==> config.mk <==
export PLATFORM = sky130hd
export DESIGN_NAME = cla_adder32
export DESIGN_NICKNAME = d
export VERILOG_FILES = /design/src/rtl/cla_pkg.sv /design/src/rtl/cla4_block.sv /design/src/rtl/cla_adder32.sv
export SDC_FILE = /design/constraint.sdc
export NUM_CORES = 1
export LEC_CHECK = 0
export BUFFER_PORTS_ARGS = -buffer_cell sky130_fd_sc_hd__buf_2
export CAP_MARGIN = 20
export CORE_MARGIN = 4
export CORE_UTILIZATION = 49
export DETAILED_ROUTE_END_ITERATION = 16
export PLACE_DENSITY_LB_ADDON = 0.12
export SYNTH_ARGS = -nofsm -noshare
export SYNTH_HDL_FRONTEND = slang
export SYNTH_HIERARCHICAL = 1
export SYNTH_SLANG_ARGS = --single-unit
export TNS_END_PERCENT = 1
==> constraint.sdc <==
create_clock -name clk -period 0.8 [get_ports clk]
set_clock_uncertainty 0.15 [all_clocks]
set_input_delay 0 -clock clk [delete_from_list [all_inputs] [get_ports clk]]
set_output_delay 0 -clock clk [all_outputs]
set_load 0.1 [all_outputs]
==> src/rtl/cla_pkg.sv <==
// Shared definitions for the 32-bit two-level carry-lookahead adder.
// cla4_carries is the 4-way lookahead used at both the bit and group level.
package cla_pkg;

    localparam int WIDTH   = 32;
    localparam int GROUP   = 4;
    localparam int NGROUPS = WIDTH / GROUP;

    typedef logic [31:0] word_t;

    // Flattened lookahead: returns {c4,c3,c2,c1} from generate/propagate and carry-in.
    function automatic logic [3:0] cla4_carries(input logic [3:0] g,
                                                input logic [3:0] p,
                                                input logic       c);
        logic [3:0] co;
        co[0] = g[0] | (p[0] & c);
        co[1] = g[1] | (p[1] & g[0]) | (p[1] & p[0] & c);
        co[2] = g[2] | (p[2] & g[1]) | (p[2] & p[1] & g[0]) | (p[2] & p[1] & p[0] & c);
        co[3] = g[3] | (p[3] & g[2]) | (p[3] & p[2] & g[1]) | (p[3] & p[2] & p[1] & g[0])
              | (p[3] & p[2] & p[1] & p[0] & c);
        return co;
    endfunction

endpackage

==> src/rtl/cla4_block.sv <==
// 4-bit lookahead group: sum bits from the group carry-in, plus group
// propagate/generate exported to the top-level lookahead unit.
module cla4_block
    import cla_pkg::*;
(
    input  logic [GROUP-1:0] a,
    input  logic [GROUP-1:0] b,
    input  logic             ci,
    output logic [GROUP-1:0] s,
    output logic             pg,
    output logic             gg
);

    logic [GROUP-1:0] p;
    logic [GROUP-1:0] g;
    logic [GROUP-1:0] c;

    always_comb begin
        p  = a ^ b;
        g  = a & b;
        c  = cla4_carries(g, p, ci);
        s  = p ^ {c[2:0], ci};
        pg = &p;
        // Group generate is independent of ci so the top unit never waits on it.
        gg = g[3] | (p[3] & g[2]) | (p[3] & p[2] & g[1]) | (p[3] & p[2] & p[1] & g[0]);
    end

endmodule

==> src/rtl/cla_adder32.sv <==
// Registered 32-bit carry-lookahead adder: eight 4-bit groups, two lookahead
// supergroups of four groups each, result and carry-out captured every cycle.
module cla_adder32
    import cla_pkg::*;
(
    input  logic             clk,
    input  logic             rst_n,
    input  logic [WIDTH-1:0] a,
    input  logic [WIDTH-1:0] b,
    input  logic             cin,
    output logic [WIDTH-1:0] sum,
    output logic             cout
);

    logic [NGROUPS-1:0] gp;
    logic [NGROUPS-1:0] gg;
    logic [NGROUPS:0]   c_grp;
    logic [3:0]         c_lo;
    logic [3:0]         c_hi;
    word_t              sum_c;
    word_t              sum_p1;
    logic               cout_p1;

    genvar k;
    generate
        for (k = 0; k < NGROUPS; k++) begin : g_grp
            cla4_block u_cla4 (
                .a  (a[k*GROUP +: GROUP]),
                .b  (b[k*GROUP +: GROUP]),
                .ci (c_grp[k]),
                .s  (sum_c[k*GROUP +: GROUP]),
                .pg (gp[k]),
                .gg (gg[k])
            );
        end
    endgenerate

    // Upper supergroup takes its carry-in from the lower one: at most two in series.
    always_comb begin
        c_lo  = cla4_carries(gg[3:0], gp[3:0], cin);
        c_hi  = cla4_carries(gg[7:4], gp[7:4], c_lo[3]);
        c_grp = {c_hi, c_lo, cin};
    end

    // ---- stage p1: registered result ----
    always_ff @(posedge clk or negedge rst_n) begin
        if (!rst_n) begin
            sum_p1  <= '0;
            cout_p1 <= 1'b0;
        end else begin
            sum_p1  <= sum_c;
            cout_p1 <= c_grp[NGROUPS];
        end
    end

    assign sum  = sum_p1;
    assign cout = cout_p1;

endmodule

==> flow_metrics.env, run 1 <==
export IMPL_worst_setup_path_end_kind="register"
export IMPL_finalSetupTns_ps=-40450
export IMPL_clkSlewWorstSetupHoldPaths_ps=70
export IMPL_drt_pre_antenna_iters=5
export IMPL_clockBufferDepth=2
export IMPL_syn_area_per_cell_um2=10.73
export IMPL_io_buffer_count=99
export IMPL_cp_startpoint="b[2]"
export IMPL_crit_top_cell="a21o_1"
export IMPL_grtUsageTotal_pct=33.11
export IMPL_netlist_area_mm2=0.002404
export IMPL_finalWorstSetupSlack_ps=-1409
export IMPL_crit_buf_inv=2
export IMPL_period_share_pct=276.1
export IMPL_clock_root_buffer="clkbuf_8"
export IMPL_cts_tree="built"
export IMPL_fin_hold_ws_ps=-89.59
export IMPL_h_tree_depth=2
export IMPL_synth_cell_types=20
export IMPL_synth_seq_cells=33
export IMPL_setup_viol=65
export IMPL_syn_inst=224
export IMPL_slowest_stage="fa_2"
export IMPL_hold_class="input port to register"
export IMPL_wirelength_um=12800
export IMPL_relSlewSlack_pct=80.81
export IMPL_drtAntennaViolNets=0
export IMPL_placed_area_mm2=0.004025
export IMPL_cts_hold_buf=1
export IMPL_start_util_pct=50.89
export IMPL_core_area_mm2=0.004723
export IMPL_crit_chain="buf_6, ha_4, nand3_2, nand2_1, a21o_1, a21o_1, nand2_2, o21ai_4, a41o_1, inv_2, fa_2, xnor2_1"
export IMPL_drive_gt1_share_pct=59.41
export IMPL_holdCritStartpoint="b[11]"
export IMPL_gr_total_overflow=0
export IMPL_grt_first_pass_wirelength_um=15290
export IMPL_cp_required_ps=820
export IMPL_max_freq_mhz=452.7
export IMPL_synth_nets=339
export IMPL_status="finished with violations"
export IMPL_drtIter0Drc=241
export IMPL_crit_family="compound AO/OA/AOI/OAI gates"
export IMPL_routed_via_density=6.183
export IMPL_fin_area_mm2=0.004546
export IMPL_critPathKind="input port to register"
export IMPL_rsz0062_at_grt="true"
export IMPL_cp_start_kind="input port"
export IMPL_grt_max_degree=34
export IMPL_num_antenna_cells=0
export IMPL_ys_warn_count=6
export IMPL_io_pins=100
export IMPL_maxSlewViolCount=0
export IMPL_die_y_um=78.04
export IMPL_antenna_found_initial=0
export IMPL_violations="hold timing, setup timing"
export IMPL_drc=0
export IMPL_finalHoldViolations=2
export IMPL_critPathArrivalTime_ps=2230
export IMPL_total_power_mw=10.60
export IMPL_syn2layout_area_growth_pct=89.12
export IMPL_die_width_um=78.04
export IMPL_wl_per_cell_um=26.88
export IMPL_numCtsBuffers=5
export IMPL_pre_cts_ws_ps=-1438
export IMPL_dieArea_mm2=0.006089
export IMPL_maxCapViolCount=0
export IMPL_num_rows=25
export IMPL_gp_congestion=0.8302
export IMPL_clock_sinks=33
export IMPL_yosysSeqAreaShare_pct=34.36
export IMPL_powerDensity_mw_per_mm2=2332
export IMPL_path_max_fanout=5
export IMPL_peakVddDrop_uv=2196
export IMPL_num_vias=2943
export IMPL_final_nets=524
export IMPL_min_period_ps=2209
export IMPL_dp_hpwl_um=5577
export IMPL_grt_pass1_vias=3030
export IMPL_p_leak_nw=2.364
export IMPL_worst_pin_slew_ps=287.8
export IMPL_slowest_delay_ps=410
==> through the flow <==
step,instances,utilization [%]
2_1_floorplan,224,-
3_3_place_gp,447,85.22
3_5_place_dp,447,85.22
4_1_cts,475,94.12
5_1_grt,476,96.24
6_report,476,96.24
==> logic make-up (layout without fill, tap and decap cells) <==
kind of cell    after synthesis  after routing  synth area share (%)
compound gates               43             43                 13.48
xor+xnor                     24             24                 8.745
fa+ha+maj                    48             48                 27.49
buf+inv                      32            217                 4.998
flops                        33             33                 34.36
simple gates                 44             44                 10.93
==> what timing repair did <==
| action | in CTS | in global routing |
|---|---|---|
| buffers inserted | 20 | 1 |
| pin swaps | 55 | 5 |
| hold endpoints to repair | 41 | 2 |
| gates resized for setup | 35 | 13 |
| endpoints found under the setup margin | 64 | 66 |
==> metal layers <==
layer  share of wire (%)  GRT usage [%]
met3                 8.6          5.734
met1                  31          31.81
met5                   0              0
met2                  50          64.30
met4                  11          20.63
==> cells in the final DEF, fill, tap and decap left out, types with 3 or more instances in the layout <==
cell type  count
xor2_1         8
a21oi_4        4
a21o_1        20
a21oi_2       11
buf_6         10
ha_4          14
dfrtp_1       33
buf_12        34
inv_2          5
nand4_1        8
clkbuf_8       6
nand3_2        3
xnor2_2        3
buf_2         58
fa_2           6
nand3_1       13
ha_1          26
buf_4         75
and4_2         6
nand2_1        9
inv_1         27
xnor2_1       13
==> power by group <==
| group | total [mW] | internal (mW) | switching (mW) |
|---|---|---|---|
| Sequential | 2.39 | 2.03 | 0.361 |
| Combinational | 6.86 | 2.65 | 4.21 |
| Clock | 1.35 | 0.685 | 0.660 |
| Total | 10.6 | 5.36 | 5.24 |
==> cells in the mapped netlist <==
library cell | number | area, µm²
a21oi_1 | 8 | 40.04
xnor2_1 | 16 | 140.1
dfrtp_1 | 33 | 825.8
a221o_1 | 1 | 10.01
nand3_1 | 16 | 80.08
nand2_1 | 10 | 37.54
a21oi_2 | 9 | 78.83
a21o_1 | 20 | 150.1
and4_1 | 1 | 8.760
a31o_2 | 1 | 8.760
inv_1 | 32 | 120.1
fa_1 | 8 | 160.2
nand2b_1 | 1 | 6.260
a21o_2 | 2 | 17.52
o21ai_2 | 1 | 8.760
xor2_1 | 8 | 70.07
and4_2 | 8 | 80.08
a41o_1 | 1 | 10.01
nand4_1 | 8 | 50.05
ha_1 | 40 | 500.5
==> final cells by class <==
| class | instances | area, µm² |
|---|---|---|
| well taps | 67 | 83.83 |
| flip-flops and latches | 33 | 825.8 |
| multi-input cells | 159 | 1773 |
| inverters | 32 | 120.1 |
| clock buffers | 7 | 86.33 |
| repair buffers | 178 | 1657 |
| fillers | 92 | 177.7 |
==> registers in the layout, indices dropped and copies added, names as in the netlist <==
signal,cells
sum,32
cout,1
==> final timing paths <==
check                      cells past startpoint                 to
min                                            3  sum[11]$_DFF_PN0_
min in group asynchronous                      3   sum[3]$_DFF_PN0_
max in group asynchronous                      3  sum[19]$_DFF_PN0_
max                                           12  sum[29]$_DFF_PN0_
Power figures use the tool's default switching activity.
==> run 2, diff against run 1 <==
--- a/config.mk
+++ b/config.mk
@@ -7,12 +7,11 @@
 export LEC_CHECK = 0
 export BUFFER_PORTS_ARGS = -buffer_cell sky130_fd_sc_hd__buf_2
 export CAP_MARGIN = 20
-export CORE_MARGIN = 4
-export CORE_UTILIZATION = 49
+export CORE_MARGIN = 2
+export CORE_UTILIZATION = 41
 export DETAILED_ROUTE_END_ITERATION = 16
 export PLACE_DENSITY_LB_ADDON = 0.12
 export SYNTH_ARGS = -nofsm -noshare
 export SYNTH_HDL_FRONTEND = slang
 export SYNTH_HIERARCHICAL = 1
 export SYNTH_SLANG_ARGS = --single-unit
-export TNS_END_PERCENT = 1
==> run 2 against run 1 <==
  * The flow still finishes with violations (hold timing, setup timing)
  * Maximum frequency increased by 18%
  * Count of clock-buffer cells in the layout decreased by 1
  * Worst setup slack improved by 330 ps
  * Via count decreased by 23%
  * Die area increased by 6.6%
  * Hold slack got worse by 9.7 ps
  * Clock power decreased by 9.6%
  * First-iteration DRC count decreased by 88%
==> flow_metrics.env, run 2 (same netlist as run 1, synthesis figures left out) <==
export IMPL_clockBufferDepth=2
export IMPL_maxCapViolCount=0
export IMPL_finalWorstSetupSlack_ps=-1080
export IMPL_core_area_mm2=0.005574
export IMPL_met1Wirelength_um=2470
export IMPL_cts_hold_buf=1
export IMPL_drtIter0Drc=30
export IMPL_drc=0
export IMPL_status="finished with violations"
export IMPL_multi_input_area_mm2=0.001770
export IMPL_drive_gt1_share_pct=67.84
export IMPL_crit_chain="buf_6, ha_4, a21oi_4, nand2_1, a21o_1, a21o_1, nand2_2, buf_6, nand2b_4, a21o_4, inv_2, fa_2, inv_2"
export IMPL_ff_latch_area_um2=865.8
export IMPL_die_y_um=80.57
export IMPL_io_buffer_count=99
export IMPL_start_util_pct=43.12
export IMPL_die_width_um=80.57
export IMPL_crit_buf_inv=4
export IMPL_layout_common_cells="60 x buf_2, 59 x buf_4, 34 x buf_12"
export IMPL_dr_wl_met3_um=488
export IMPL_fin_hold_ws_ps=-99.26
export IMPL_worst_setup_path_end_kind="register"
export IMPL_wl_met2_um=3502
export IMPL_num_rows=27
export IMPL_critPathArrivalTime_ps=1950
export IMPL_clock_root_buffer="clkbuf_8"
export IMPL_wirelength_um=6518
export IMPL_hold_class="input port to register"
export IMPL_rsz0062_at_grt="true"
export IMPL_finalHoldViolations=9
export IMPL_powerDensity_mw_per_mm2=2228
export IMPL_layout_commonest_cell="buf_2"
export IMPL_grt_first_pass_wirelength_um=10360
export IMPL_final_nets=512
export IMPL_critPathKind="input port to register"
export IMPL_pre_cts_ws_ps=-1493
export IMPL_max_freq_mhz=532.0
export IMPL_slowest_delay_ps=430
export IMPL_grtUsageTotal_pct=20.84
export IMPL_numCtsBuffers=5
export IMPL_antenna_found_initial=0
export IMPL_nFillCells=344
export IMPL_cts_tree="built"
export IMPL_cp_required_ps=870
export IMPL_dp_hpwl_um=5048
export IMPL_min_period_ps=1880
export IMPL_top_layer="met4"
export IMPL_largest_reg_flops=32
export IMPL_violations="hold timing, setup timing"
export IMPL_worst_pin_slew_ps=221.2
export IMPL_dieArea_mm2=0.006491
export IMPL_gp_congestion=0.8038
export IMPL_setup_viol=63
export IMPL_grt_pass1_vias=2387
export IMPL_drtAntennaViolNets=0
export IMPL_wl_per_cell_um=13.87
export IMPL_syn2layout_area_growth_pct=87.71
export IMPL_slowest_stage="fa_2"
export IMPL_maxSlewViolCount=0
export IMPL_routed_via_density=4.794
export IMPL_utilization_pct=80.94
export IMPL_relSlewSlack_pct=85.19
export IMPL_h_tree_depth=2
export IMPL_p_leak_nw=2.273
export IMPL_period_share_pct=235.0
export IMPL_num_vias=2253
export IMPL_cp_start_kind="input port"
export IMPL_crit_family="compound AO/OA/AOI/OAI gates"
export IMPL_peakVddDrop_uv=1750
export IMPL_io_pins=100
export IMPL_finalSetupTns_ps=-33560
export IMPL_num_antenna_cells=0
export IMPL_path_max_fanout=4
export IMPL_drt_pre_antenna_iters=4
export IMPL_clkSlewWorstSetupHoldPaths_ps=70
export IMPL_gr_total_overflow=0
export IMPL_grt_max_degree=34
export IMPL_clock_sinks=33
## run 2: changes by cell type in the layout (fill, tap and decap cells not counted), sizes merged
| cell | before | now |
|---|---|---|
| clkinv | 0 | 2 |
| clkbuf | 7 | 6 |
| buf | 177 | 165 |
## run 2: where the power goes
part / switching, mW / internal [mW] / leakage (nW)
logic: 3.83 / 2.60 / 1.88
registers: 0.303 / 2.10 / 0.353
clock network: 0.616 / 0.603 / 0.0450
total: 4.75 / 5.30 / 2.27
## run 2: final timing paths
| path | startpoint | cells past startpoint | end | slack (ps) |
|---|---|---|---|---|
| worst max-delay path | b[2] | 13 | sum[12]$_DFF_PN0_ | -1080 |
| worst min-delay path | b[11] | 3 | sum[11]$_DFF_PN0_ | -100 |
| min in group asynchronous | rst_n | 3 | sum[28]$_DFF_PN0_ | 60 |
| max in group asynchronous | rst_n | 3 | sum[16]$_DFF_PN0_ | 250 |
## run 2: layer usage
metal | GRT usage (%) | vias to the layer above
met5 | 0 | -
met4 | 6.102 | 0
met3 | 6.067 | 7
met2 | 38.25 | 65
met1 | 23.14 | 1061
li1 | - | 1120
## run 2: area by class of cell
class                           count  area share (%)
Inverter                           32           2.884
Clock buffer                        6           1.608
Sequential cell                    33           19.19
Tap cell                           72           1.997
Multi-Input combinational cell    159           39.24
Clock inverter                      2          0.2219
Timing Repair Buffer              166           34.86
## run 2: stage by stage
| stage | cells | cell area (µm²) | power [mW] |
|---|---|---|---|
| 2_1_floorplan | 224 | 2641 | 5.984 |
| 3_3_place_gp | 447 | 4125 | 8.476 |
| 3_5_place_dp | 447 | 4125 | 8.579 |
| 4_1_cts | 469 | 4413 | 9.985 |
| 5_1_grt | 470 | 4512 | 10.49 |
| 6_report | 470 | 4512 | 10.05 |
## run 2: what timing repair did
item,4_1_cts,5_1_grt
buffers inserted,14,2
cloned,0,0
gates resized for setup,20,18
hold endpoints to repair,45,5
endpoints found under the setup margin,64,64
pin swaps,16,17
## run 2: tightest hold or removal path: stages
cell    delay [ps]
buf_2          100
ha_4           140
xor2_1          60
==> run 3, diff against run 2 <==
--- a/config.mk
+++ b/config.mk
@@ -6,7 +6,6 @@
 export NUM_CORES = 1
 export LEC_CHECK = 0
 export BUFFER_PORTS_ARGS = -buffer_cell sky130_fd_sc_hd__buf_2
-export CAP_MARGIN = 20
 export CORE_MARGIN = 2
 export CORE_UTILIZATION = 41
 export DETAILED_ROUTE_END_ITERATION = 16
==> constraint.sdc (replaced) <==
create_clock -name clk -period 0.8 [get_ports clk]
set_clock_uncertainty 0.15 [all_clocks]
set_input_delay 0 -clock clk [delete_from_list [all_inputs] [get_ports clk]]
set_output_delay 0 -clock clk [all_outputs]
set_load 0.02 [all_outputs]
==> run 3 against run 2 <==
  * The run still ends with hold timing, setup timing left
  * Count of clock-buffer cells in the layout rose by 1
  * Final area decreased by 6.4%
  * Non-clock buffer count down 1
  * Cell count is 0.21% lower
  * Sequential cell count is the same
  * Combinational power fell by 47%
  * Hold slack better by 9.2 ps
  * Worst setup slack worse by 31 ps
  * Sequential power fell by 8%
  * Die area stayed put
  * Clock power rose by 34%
  * Total power down 28%
  * Highest routed layer unchanged
==> flow_metrics.env, run 3 (same netlist as run 1, synthesis figures left out) <==
export IMPL_gp_congestion=0.8189
export IMPL_die_width_um=80.57
export IMPL_powerDensity_mw_per_mm2=1722
export IMPL_numCtsBuffers=5
export IMPL_drive_gt1_share_pct=59.95
export IMPL_syn2layout_area_growth_pct=75.79
export IMPL_layout_common_cells="57 x buf_2, 55 x buf_4, 50 x buf_6"
export IMPL_path_max_fanout=5
export IMPL_drtIter0Drc=78
export IMPL_placed_cells=446
export IMPL_relSlewSlack_pct=85.48
export IMPL_clock_sinks=33
export IMPL_grtUsageTotal_pct=19.47
export IMPL_start_util_pct=43.12
export IMPL_wl_per_cell_um=13.43
export IMPL_layout_commonest_cell="buf_2"
export IMPL_core_area_mm2=0.005574
export IMPL_rsz0062_at_grt="true"
export IMPL_period_share_pct=238.8
export IMPL_drtAntennaViolNets=0
export IMPL_antenna_found_initial=0
export IMPL_io_buffer_count=99
export IMPL_fin_cells=469
export IMPL_worst_pin_slew_ps=217.9
export IMPL_h_tree_depth=2
export IMPL_p_leak_nw=2.222
export IMPL_drt_pre_antenna_iters=4
export IMPL_pre_cts_ws_ps=-1434
export IMPL_cp_required_ps=830
export IMPL_status="finished with violations"
export IMPL_dieArea_mm2=0.006491
export IMPL_finalWorstSetupSlack_ps=-1111
export IMPL_worst_setup_path_end_kind="register"
export IMPL_fin_hold_ws_ps=-90.09
export IMPL_cts_tree="built"
export IMPL_wirelength_um=6301
export IMPL_maxCapViolCount=0
export IMPL_total_power_mw=7.278
export IMPL_gr_total_overflow=0
export IMPL_crit_chain="buf_6, ha_4, nand3_2, nand2_1, a21o_1, a21o_1, nand2_2, o21ai_4, buf_4, buf_6, inv_2, fa_2, inv_1"
export IMPL_peakVddDrop_uv=1072
export IMPL_setup_viol=64
export IMPL_max_freq_mhz=523.4
export IMPL_maxSlewViolCount=0
export IMPL_cts_hold_buf=1
export IMPL_min_period_ps=1911
export IMPL_num_antenna_cells=0
export IMPL_routed_via_density=4.802
export IMPL_slowest_delay_ps=510
export IMPL_io_pins=100
export IMPL_dp_hpwl_um=4650
export IMPL_drc=0
export IMPL_critPathArrivalTime_ps=1940
export IMPL_grt_first_pass_wirelength_um=9804
export IMPL_num_vias=2252
export IMPL_grt_pass1_vias=2308
export IMPL_violations="hold timing, setup timing"
export IMPL_final_nets=511
export IMPL_cp_start_kind="input port"
export IMPL_clock_root_buffer="clkbuf_8"
export IMPL_largest_reg_flops=32
export IMPL_slowest_stage="fa_2"
export IMPL_clockBufferDepth=2
export IMPL_hold_class="input port to register"
export IMPL_clkSlewWorstSetupHoldPaths_ps=70
export IMPL_die_y_um=80.57
export IMPL_finalHoldViolations=9
export IMPL_critPathKind="input port to register"
export IMPL_num_rows=27
export IMPL_grt_max_degree=34
==> run 3: cell types whose count changed in the layout (fill, tap and decap cells not counted), moves of 3 or more <==
cell / before / now
buf_6: 11 / 50
dfrtp_1: 1 / 33
buf_2: 60 / 57
buf_12: 34 / 1
dfrtp_2: 32 / 0
buf_4: 59 / 55
==> run 3: critical path: cells and delay by family <==
kind                       cells  cell delay, ps
buffers and inverters          5             390
adders and majority gates      2             810
and+or+nand+nor                3             280
AOI/OAI and AO/OA              3             460
==> run 3: per-layer routing <==
layer,GRT usage (%),part of all wire [%],vias to the layer above
met3,5.618,6.4,6
met4,5.085,0.97,0
met2,34.92,53,67
met5,0,0,-
li1,-,-,1127
met1,22.59,40,1052
==> run 3: repair_timing <==
action,4_1_cts,5_1_grt
endpoints found under the setup margin,63,65
setup buffers,10,5
pin swaps,14,18
endpoints found under the hold margin,45,4
gates resized for setup,85,24
==> run 3: power by group <==
group / internal, mW / leakage [nW] / switching, mW
combinational: 1.88 / 1.78 / 1.55
clock: 1.02 / 0.0585 / 0.624
sequential: 2.03 / 0.385 / 0.181
==> run 3: area by class of cell <==
type	count	area, µm²
Multi-Input combinational cell	159	1759
Fill cell	394	1349
Timing Repair Buffer	165	1306
Sequential cell	33	825.8
Inverter	32	127.6
Tap cell	72	90.09
Clock buffer	7	86.33
Clock inverter	1	30.03
==> run 3: through the flow <==
step                      instance area, µm²  utilization [%]  hold WS (ps)  TNS (ps)
final                                   4225            75.80        -90.09    -31370
after global routing                    4225            75.80        -72.25    -34530
after CTS                               4096            73.49        -99.04    -29440
after detailed placement                3582            64.26        -176.3    -35260
after global placement                  3582            64.26        -176.5    -34030
after floorplan                         2601                -        -445.6    -26270
==> run 3: worst paths after layout <==
| kind | start | slack, ps | to | cells past startpoint |
|---|---|---|---|---|
| max in group asynchronous | rst_n | 270 | sum[12]$_DFF_PN0_ | 3 |
| min in group asynchronous | rst_n | 50 | sum[3]$_DFF_PN0_ | 3 |
| setup / recovery | b[2] | -1110 | sum[16]$_DFF_PN0_ | 13 |
| hold / removal | b[11] | -90 | sum[11]$_DFF_PN0_ | 3 |
